`config.mk`:
```
export PLATFORM = sky130hd
export DESIGN_NAME = uart_bist_ctrl
export DESIGN_NICKNAME = d
export VERILOG_FILES = /design/src/rtl/uart_bist_ctrl.sv
export SDC_FILE = /design/constraint.sdc
export NUM_CORES = 1
export LEC_CHECK = 0
export ABC_AREA = 0
export ABC_CLOCK_PERIOD_IN_PS = 1750
export CORE_MARGIN = 1.5
export CORE_UTILIZATION = 50
export DETAILED_ROUTE_END_ITERATION = 7
export PLACE_DENSITY = 0.76
export SKIP_CTS_REPAIR_TIMING = 1
export SYNTH_ARGS = -nofsm -noshare
export SYNTH_HDL_FRONTEND = slang
export SYNTH_SLANG_ARGS = --single-unit
```
`constraint.sdc`:
```
create_clock -name clk -period 1.75 [get_ports clk]
set_input_delay 0.2625 -clock clk [delete_from_list [all_inputs] [get_ports clk]]
set_output_delay 0.2625 -clock clk [all_outputs]
set_load 0.05 [all_outputs]
```
`src/rtl/uart_bist_ctrl.sv`:
```
// UART loopback self-test: sends an LFSR byte sequence through the UART and compares the echoes.
// Optional build macro UART_BIST_STOP_ON_FAIL_EN ends a run at the first bad byte.
module uart_bist_ctrl #(
    parameter int unsigned CLK_FREQ  = 66000000,
    parameter int unsigned BAUD      = 9600,
    parameter int unsigned NUM_BYTES = 4,
    parameter logic [7:0]  SEED      = 8'hA5,
    parameter int unsigned TIMEOUT   = (CLK_FREQ / BAUD) * 12
) (
    input  logic       clk,
    input  logic       rst,
    input  logic       start,
    input  logic       abort,
    input  logic       tx_busy,
    input  logic       rx_valid,
    input  logic [7:0] rx_data,
    output logic [7:0] tx_data,
    output logic       tx_load,
    output logic       sel,
    output logic       busy,
    output logic       done,
    output logic       pass,
    output logic       m_i_faulty,
    output logic [7:0] err_count
);
    // An all-zero seed would lock the LFSR at zero.
    localparam logic [7:0]  SEED_EFF = (SEED == 8'h00) ? 8'h01 : SEED;
    localparam int unsigned TW       = $clog2(TIMEOUT + 1);
    localparam logic [TW-1:0] TMR_LAST = TW'(TIMEOUT - 1);
    localparam logic [7:0]  LAST_IDX = 8'(NUM_BYTES - 1);

    typedef enum logic [2:0] {IDLE, SETUP, LOAD, WAIT_RX, CHECK, DONE} state_e;

    state_e        state_q, state_d;
    logic [7:0]    lfsr_q, lfsr_d;
    logic [7:0]    cnt_q, cnt_d;
    logic [7:0]    err_q, err_d;
    logic [7:0]    rx_q, rx_d;
    logic [TW-1:0] tmr_q, tmr_d;
    logic          to_q, to_d;
    logic          byte_bad;

    function automatic logic [7:0] lfsr_next(input logic [7:0] v);
        return {v[6:0], v[7] ^ v[5] ^ v[4] ^ v[3]};
    endfunction

    function automatic logic [7:0] sat_inc(input logic [7:0] v);
        return (v == 8'hFF) ? v : v + 8'd1;
    endfunction

    always_ff @(posedge clk or negedge rst) begin
        if (!rst) begin
            state_q <= IDLE;
            lfsr_q  <= SEED_EFF;
            cnt_q   <= '0;
            err_q   <= '0;
            rx_q    <= '0;
            tmr_q   <= '0;
            to_q    <= 1'b0;
        end else begin
            state_q <= state_d;
            lfsr_q  <= lfsr_d;
            cnt_q   <= cnt_d;
            err_q   <= err_d;
            rx_q    <= rx_d;
            tmr_q   <= tmr_d;
            to_q    <= to_d;
        end
    end

    always_comb begin
        state_d  = state_q;
        lfsr_d   = lfsr_q;
        cnt_d    = cnt_q;
        err_d    = err_q;
        rx_d     = rx_q;
        tmr_d    = tmr_q;
        to_d     = to_q;
        byte_bad = to_q || (rx_q != lfsr_q);
        if (abort) begin
            state_d = IDLE;
        end else begin
            case (state_q)
                IDLE: if (start) state_d = SETUP;
                SETUP: begin
                    lfsr_d  = SEED_EFF;
                    cnt_d   = '0;
                    err_d   = '0;
                    state_d = LOAD;
                end
                LOAD: if (!tx_busy) begin
                    tmr_d   = '0;
                    to_d    = 1'b0;
                    state_d = WAIT_RX;
                end
                WAIT_RX: begin
                    tmr_d = tmr_q + 1'b1;
                    // A byte arriving on the final timer cycle still counts as received.
                    if (rx_valid) begin
                        rx_d    = rx_data;
                        to_d    = 1'b0;
                        state_d = CHECK;
                    end else if (tmr_q == TMR_LAST) begin
                        to_d    = 1'b1;
                        state_d = CHECK;
                    end
                end
                CHECK: begin
                    if (byte_bad) err_d = sat_inc(err_q);
                    lfsr_d = lfsr_next(lfsr_q);
                    cnt_d  = cnt_q + 8'd1;
`ifdef UART_BIST_STOP_ON_FAIL_EN
                    state_d = (cnt_q == LAST_IDX || byte_bad) ? DONE : LOAD;
`else
                    state_d = (cnt_q == LAST_IDX) ? DONE : LOAD;
`endif
                end
                DONE: if (start) state_d = SETUP;
                default: state_d = IDLE;
            endcase
        end
    end

    assign tx_load    = (state_q == LOAD) && !tx_busy;
    assign busy       = (state_q == SETUP) || (state_q == LOAD) ||
                        (state_q == WAIT_RX) || (state_q == CHECK);
    assign sel        = busy;
    assign done       = (state_q == DONE);
    assign pass       = done && (err_q == 8'd0);
    assign m_i_faulty = done && (err_q != 8'd0);
    assign err_count  = err_q;
    assign tx_data    = ((state_q == LOAD) || (state_q == WAIT_RX) || (state_q == CHECK))
                        ? lfsr_q : 8'h00;
endmodule

```
# Yosys cells after proc, flatten, opt, wreduce, memory -nomap -nowiden
# Cells that the tools add are included.
[op_classes]
n_addsub = 3
n_eq_ne = 16
n_mux = 19
bitwise = 4
reduce_logical = 22
[op_table]
columns = ["cell", "n"]
rows = [
  ["one-hot mux 8 bit (2 select lines)", 3],
  ["one-hot mux 17 bit (2 select lines)", 1],
  ["2-to-1 mux 8 bit", 3],
  ["2-to-1 mux 3 bit", 6],
  ["adder 17 x 1 -> 17 bit, second input constant", 1],
  ["== test 17 bit, second input constant", 1],
  ["2-to-1 mux 17 bit", 1],
  ["adder 8 x 1 -> 8 bit, second input constant", 2],
  ["one-hot mux 3 bit (5 select lines)", 1],
  ["AND reduction 3 bit", 3],
  ["== test 8 x 2 -> 1 bit, second input constant", 1],
  ["== test 8 bit, second input constant", 1],
  ["zero test 8 bit", 1],
  ["!= test 8 bit", 1],
  ["AND reduction 4 bit", 2],
  ["nonzero test 8 bit", 1],
  ["== test 3 x 2 -> 1 bit, second input constant", 2],
  ["== test 3 bit, second input constant", 2],
  ["logical OR 1 bit", 6],
  ["!= test 2 bit, second input constant", 3],
  ["!= test 3 bit, second input constant", 2],
  ["!= test 4 bit, second input constant", 1],
  ["nonzero test 2 bit", 2],
  ["== test 3 x 1 -> 1 bit, second input constant", 1],
  ["10 further kinds", 16],
]
[totals]
regBits = 53
inputBits = 14

# Longest topological paths before layout
# Gate-level depths: netlist of run 1.
[depth]
word_depth = 5
ltp_mapped = 8
ltp_nobuf = 6

# Worst setup path before layout of run 1
# OpenSTA, ideal clock, no wires.
[synth_path]
path_kind = "register -> output"
startpoint = "register state_q[0]"
endpoint = "output port tx_load"
arrival_ps = 2376
setup_slack_ps = -889
path_stages_with_launch = 4
n_path_buf = 2
cell_sequence = "dfrtp_1 -> buf_2 -> buf_1 -> nor4b_1"
[synth_between]
elab_chain_cells = 2
[synth_rtl]
columns = ["element", "line", "source"]
rows = [
  ["from (decl)", "34", "state_e state_q, state_d;"],
  ["from (signal assigned)", "61", "state_q <= state_d;"],
  ["== test 3 x 2 -> 1 bit", "124", "assign tx_load = (state_q == LOAD) && !tx_busy;"],
  ["logical AND 1 bit", "124", ""],
  ["to (decl)", "18", "output logic tx_load,"],
]
# No other way between the ends.

# Worst setup path in the final report of run 1
[layout_path]
startpoint = "register lfsr_q[2]"
endpoint = "register err_q[0] (netlist: err_count[0])"
[layout_between]
elab_chain_cells = 4
[layout_rtl]
columns = ["element", "line", "source"]
rows = [
  ["from (decl)", "35", "logic [7:0] lfsr_q, lfsr_d;"],
  ["from (signal assigned)", "62", "lfsr_q <= lfsr_d;"],
  ["!= test 8 bit", "79", "byte_bad = to_q || (rx_q != lfsr_q);"],
  ["logical OR 1 bit", "79", ""],
  ["!= test 2 bit (no line)", "-", ""],
  ["AND reduction 4 bit (no line)", "-", ""],
  ["to (signal assigned)", "64", "err_q <= err_d;"],
  ["to (decl)", "37", "logic [7:0] err_q, err_d;"],
]
# No other way between the ends.
# A chain may end at the register's enable or synchronous reset.

==> results of run 1 <==
[cell usage in the layout, fill, tap and decap left out, types with 13 or more instances in the layout]
| master | Yosys | layout |
|---|---|---|
| buf_12 | 0 | 16 |
| xor2_1 | 15 | 15 |
| nand2_1 | 16 | 14 |
| a21oi_1 | 18 | 13 |
| nor2_1 | 27 | 26 |
| nand3_1 | 13 | 13 |
| nand4_1 | 13 | 13 |
| dfrtp_1 | 49 | 39 |
| buf_4 | 3 | 71 |
[power by group through the flow]
stage / logic, mW / registers, mW / clock network, mW
2_1_floorplan: 1.60 / 1.77 / 0
3_3_place_gp: 2.76 / 1.74 / 0
3_5_place_dp: 2.83 / 1.76 / 0
4_1_cts: 2.84 / 1.73 / 0.896
5_1_grt: 3.46 / 1.79 / 0.946
6_report: 3.28 / 1.75 / 0.883
[worst max-delay path, stage by stage, from the launching register on]
cell and delay (ns):
dfstp_2 0.55, xnor2_1 0.11, nand3_1 0.09, or4_4 0.54, and4_1 0.23, or3_1 0.34
[final cells by class]
class | count | area (um2)
multi-input cells | 224 | 1800
well taps | 72 | 90.1
flip-flops and latches | 53 | 1340
clock inverters | 2 | 37.5
repair buffers | 110 | 1090
fillers | 346 | 1130
clock buffers | 6 | 82.6
inverters | 7 | 30.0
[path summary, 6_finish.rpt]
kind,from,endpoint,cells after the start
max,lfsr_q[2]$_DFFE_PN1P_,err_count[0]$_DFFE_PN0P_,5
min,rst,err_count[6]$_DFFE_PN0P_,2
max reg2reg,lfsr_q[2]$_DFFE_PN1P_,err_count[0]$_DFFE_PN0P_,5
min reg2reg,rx_q[0]$_DFFE_PN0P_,rx_q[0]$_DFFE_PN0P_,1
max in group asynchronous,rst,lfsr_q[7]$_DFFE_PN1P_,3
min in group clk,rx_q[0]$_DFFE_PN0P_,rx_q[0]$_DFFE_PN0P_,1
[state kept, by name (all words and copies together), names as in the netlist]
name	cells
tmr_q	17
cnt_q	8
err_count	8
lfsr_q	8
rx_q	8
state_q	3
to_q	1
[metrics by stage]
| step | area (um2) | util |
|---|---|---|
| finish | 4470 | 0.798 |
| global route | 4470 | 0.798 |
| CTS | 4140 | 0.738 |
| detailed placement | 4020 | 0.716 |
| global placement | 4020 | 0.716 |
| floorplan | 3120 | - |
[metal layers]
metal / wire length, um / up-vias
met5: 0 / -
met4: 138 / 0
met3: 313 / 14
met2: 4310 / 82
met1: 3360 / 1355
li1: - / 1280
[logic make-up (layout without fill, tap and decap cells)]
group                      Yosys count  in the layout
and+or+nand+nor                    131            131
DFF                                 53             53
AOI/OAI and AO/OA                   49             49
adders and majority gates            4              4
xor gates and xnor gates            28             28
buffers and inverters               21            125
muxes                               12             12
==> impl_metrics.ini, run 1 <==
[run_status]
status = finished with violations
violations = negative setup slack

[setup_path]
cp.arrival_ns = 2.16
required_ns = 1.95
cp_max_fo = 4
crit_type = reg2reg
cp-start-kind = flip-flop
worst-r2r-setup-slack_ns = -0.21
cp-end-kind = flip-flop

[place]
dpl.cell_count = 450
portBuffers = 35
place_congestion = 0.881
preCtsSetupSlack_ns = -0.452
dp.final_hpwl_mm = 5.63

[routing]
routedWlPerCell_um = 17.1
dr.first_iter.drc_count = 160
drtAntennaViolNets = 0
drc = 0
vias = 2731
wl_mm = 8.13
dr.pass1.iters = 4
post_drt_via_cell_ratio = 5.76

[global_route]
met3_usage = 0.0423
grt_pass1_wl_mm = 12.3
grt_use_met2 = 0.436
met1_usage = 0.307
grt_max_degree = 46
antenna_found_initial = 0
top_usage_layer = met2
grt_pass1_vias = 2700
overflow = 0
track_usage = 0.250

[cts]
cts_tree = done
clock-sinks = 53
clkLatencyLatePin_ns = 0.31
path_clk_slew_ns = 0.10
ctsHtreeMaxLevel = 2
cts_root_buffer = clkbuf_8
cts_buffer_depth = 2
cts_made_buffers = 5

[layout]
drive_gt1_frac = 0.440
num-nets-final = 419
stdcell_count = 474
area_growth_pct = 52.1
antenna_cells = 0

[pwr]
clock_power_share = 0.149
combPwrFrac = 0.554
intPower_mw = 3.64
vdd_drop_max_mv = 1.30
power_frac_seq = 0.296
p_per_area_nw_per_um2 = 1320
leakage_nw = 2.00
finalPower_mw = 5.91
switchingPower_mw = 2.27
swShare = 0.384

[timing]
report.final.slew_viol_count = 0
fin_setup_tns_ns = -4.21
worst_pin_slew_ns = 0.332
setup-violations-final = 38
whs_ns = 0.357
final.period_utilization = 1.12
timing_hold_violations_final = 0
relSlewSlack = 0.778
setup_ws_ns = -0.215
min_period_ns = 1.96
fmax_ghz = 0.509
rsz0062_at_grt = yes
fin_skew_ns = 0.00685

[yosys]
synth-async-reset-ratio = 1.00
ys.flop_type = dfrtp_1
ys_seq_elements = 53
yosysWarningCount = 0
yosysTopAreaCell = dfrtp_1
synth_common_cells = dfrtp_1, nor2_1, a21oi_1
synth_top_family_by_area = simple AND/OR/NAND/NOR gates
synth-edff-count = 0
synth.area.top_cells = dfrtp_1, xor2_1, xnor2_1, dfstp_2, mux2_2
synth_fa_ha_area_frac = 0.0170
synth-xor-area-share = 0.0834
synth_nets = 316
netlist_instances = 298
yosysTopAreaCellShare = 0.417
synth.distinct_cells = 50
seq_area_frac_synth = 0.453
syn_avg_cell_area_um2 = 9.87
synthSimpleGateAreaFrac = 0.260
netlist_area_um2 = 2940
yosys-mux-area-fraction = 0.0451
synth_compound_area_frac = 0.109
yosysMostFrequentCell = dfrtp_1

[die]
dieHeight_um = 79.7
die_area_um2 = 6350
initial_core_util = 0.525
die_x_um = 79.7
rows = 27
coreArea_um2 = 5610
top_level_ports = 36

[worst_hold_path]
hp-class = in2async

[job]
maxCapViolations = 0
No activity file was read; power rests on OpenSTA's default activity.
==> run 2: changes to the inputs <==
--- a/config.mk
+++ b/config.mk
@@ -8,9 +8,10 @@
 export ABC_AREA = 0
 export ABC_CLOCK_PERIOD_IN_PS = 1750
 export CORE_MARGIN = 1.5
-export CORE_UTILIZATION = 50
+export CORE_UTILIZATION = 52
+export CTS_BUF_LIST = sky130_fd_sc_hd__clkbuf_8
 export DETAILED_ROUTE_END_ITERATION = 7
-export PLACE_DENSITY = 0.76
+export PLACE_DENSITY = 0.78
 export SKIP_CTS_REPAIR_TIMING = 1
 export SYNTH_ARGS = -nofsm -noshare
 export SYNTH_HDL_FRONTEND = slang
==> impl_metrics.ini, run 2 (same netlist as run 1, synthesis figures left out) <==
[setup_path]
max_stage_delay_ns = 0.46
critPathSlowestCell = dfrtp_2
cp-start-kind = flip-flop
cp.arrival_ns = 1.75
cp-end-kind = output pin
crit_chain = buf_6 -> buf_6 -> nand3b_1 -> clkinvlp_4 -> and3_4 -> buf_12
required_ns = 1.49
cp_max_fo = 4
cp.depth = 6
crit_path_frequent_cell = buf_6
path_buf_inv = 4
crit_type = reg2out
critical_path.top_delay_family = buffers and inverters
ff2ff_path_depth = 5

[run_status]
violations = negative setup slack
status = finished with violations

[cts]
clkLatencyLatePin_ns = 0.32
cts_buffer_depth = 2
cts_made_buffers = 5
clock-sinks = 53
cts_root_buffer = clkbuf_8
ctsHtreeMaxLevel = 2
cts_tree = done
path_clk_slew_ns = 0.12

[layout]
num-nets-final = 418
stdcell_count = 473
final_cell_mix = buf_4, dfrtp_1, nor2_1
final_common_cell = buf_4
final_area_um2 = 4480
area_growth_pct = 52.4
top_register = tmr_q
drive_gt1_frac = 0.446
n_fill_cell = 312
largest_reg_flops = 17
antenna_cells = 0

[pwr]
leakage_nw = 2.00
finalPower_mw = 5.85
p_per_area_nw_per_um2 = 1310
vdd_drop_max_mv = 1.51

[timing]
worst_pin_slew_ns = 0.432
fmax_ghz = 0.496
rsz0062_at_grt = yes
fin_skew_ns = 0.0124
relSlewSlack = 0.710
min_period_ns = 2.02
setup_ws_ns = -0.267
report.final.slew_viol_count = 0
timing_hold_violations_final = 0
setup-violations-final = 33
final.period_utilization = 1.15
fin_setup_tns_ns = -4.17

[die]
die_area_um2 = 6120
top_level_ports = 36
dieHeight_um = 78.2
initial_core_util = 0.537
die_x_um = 78.2
coreArea_um2 = 5470
rows = 27

[routing]
vias = 2860
routedWlPerCell_um = 18.8
drtAntennaViolNets = 0
drc = 0
dr.first_iter.drc_count = 148
wl_mm = 8.89
post_drt_via_cell_ratio = 6.05
dr.pass1.iters = 4

[place]
dp.final_hpwl_mm = 5.48
portBuffers = 35
dpl.cell_count = 450
place_congestion = 0.902
postPlaceCellArea_um2 = 4010

[global_route]
track_usage = 0.256
grt_pass1_vias = 2696
grt_pass1_wl_mm = 12.4
grt_max_degree = 33
overflow = 0
antenna_found_initial = 0

[worst_hold_path]
hp-class = in2async

[job]
maxCapViolations = 0
[run 2: final cells by class]
type / count / area (um2) / area share
Multi-Input combinational cell: 224 / 1830 / 0.408
Sequential cell: 53 / 1350 / 0.300
Timing Repair Buffer: 109 / 1100 / 0.244
Tap cell: 72 / 90.1 / 0.0201
Clock buffer: 5 / 68.8 / 0.0153
Inverter: 7 / 30.0 / 0.00670
Clock inverter: 3 / 25.0 / 0.00558
[run 2: layer usage]
metal | vias to the layer above | part of all wire | track usage
met5 | - | 0 | 0
met4 | 0 | 0.041 | 0.0911
met3 | 38 | 0.061 | 0.0384
met2 | 144 | 0.52 | 0.447
met1 | 1397 | 0.38 | 0.322
li1 | 1281 | - | -
[run 2: metrics by stage]
stage | utilization | setup slack [ns] | hold slack [ns]
6_report | 0.819 | -0.267 | 0.456
5_1_grt | 0.819 | -0.305 | 0.485
3_5_place_dp | 0.732 | -0.467 | 0.277
2_1_floorplan | - | -0.192 | -0.0331
4_1_cts | 0.749 | -0.626 | -0.0714
3_3_place_gp | 0.732 | -0.415 | 0.272
[run 2: worst paths after layout]
kind | from | end | slack (ns)
max | state_q[2]$_DFFE_PN0P_ | pass | -0.27
min | rst | cnt_q[0]$_DFFE_PN0P_ | 0.46
max reg2reg | lfsr_q[2]$_DFFE_PN1P_ | err_count[0]$_DFFE_PN0P_ | -0.22
min reg2reg | rx_q[7]$_DFFE_PN0P_ | rx_q[7]$_DFFE_PN0P_ | 0.55
max in group asynchronous | rst | lfsr_q[2]$_DFFE_PN1P_ | 0.93
min in group clk | abort | state_q[1]$_DFFE_PN0P_ | 0.49
[run 2: power breakdown]
part	total, mW	switching (mW)	leakage [nW]	internal (mW)
clock network	0.758	0.467	0.0447	0.291
registers	1.75	0.260	0.691	1.49
logic	3.34	1.64	1.26	1.70
[run 2: worst register-to-register path: cells and delay by family, from the launching register on]
family        cells  cell delay, ns
xor+xnor          1            0.10
simple gates      4            1.18
flops             1            0.57
==> run 3: changes to the inputs <==
--- a/config.mk
+++ b/config.mk
@@ -10,6 +10,7 @@
 export CORE_MARGIN = 1.5
 export CORE_UTILIZATION = 52
 export CTS_BUF_LIST = sky130_fd_sc_hd__clkbuf_8
+export CTS_CLUSTER_DIAMETER = 60
 export DETAILED_ROUTE_END_ITERATION = 7
 export PLACE_DENSITY = 0.78
 export SKIP_CTS_REPAIR_TIMING = 1
==> results of run 3 <==
The final DEF is identical to that of run 2; final timing and power are the same.
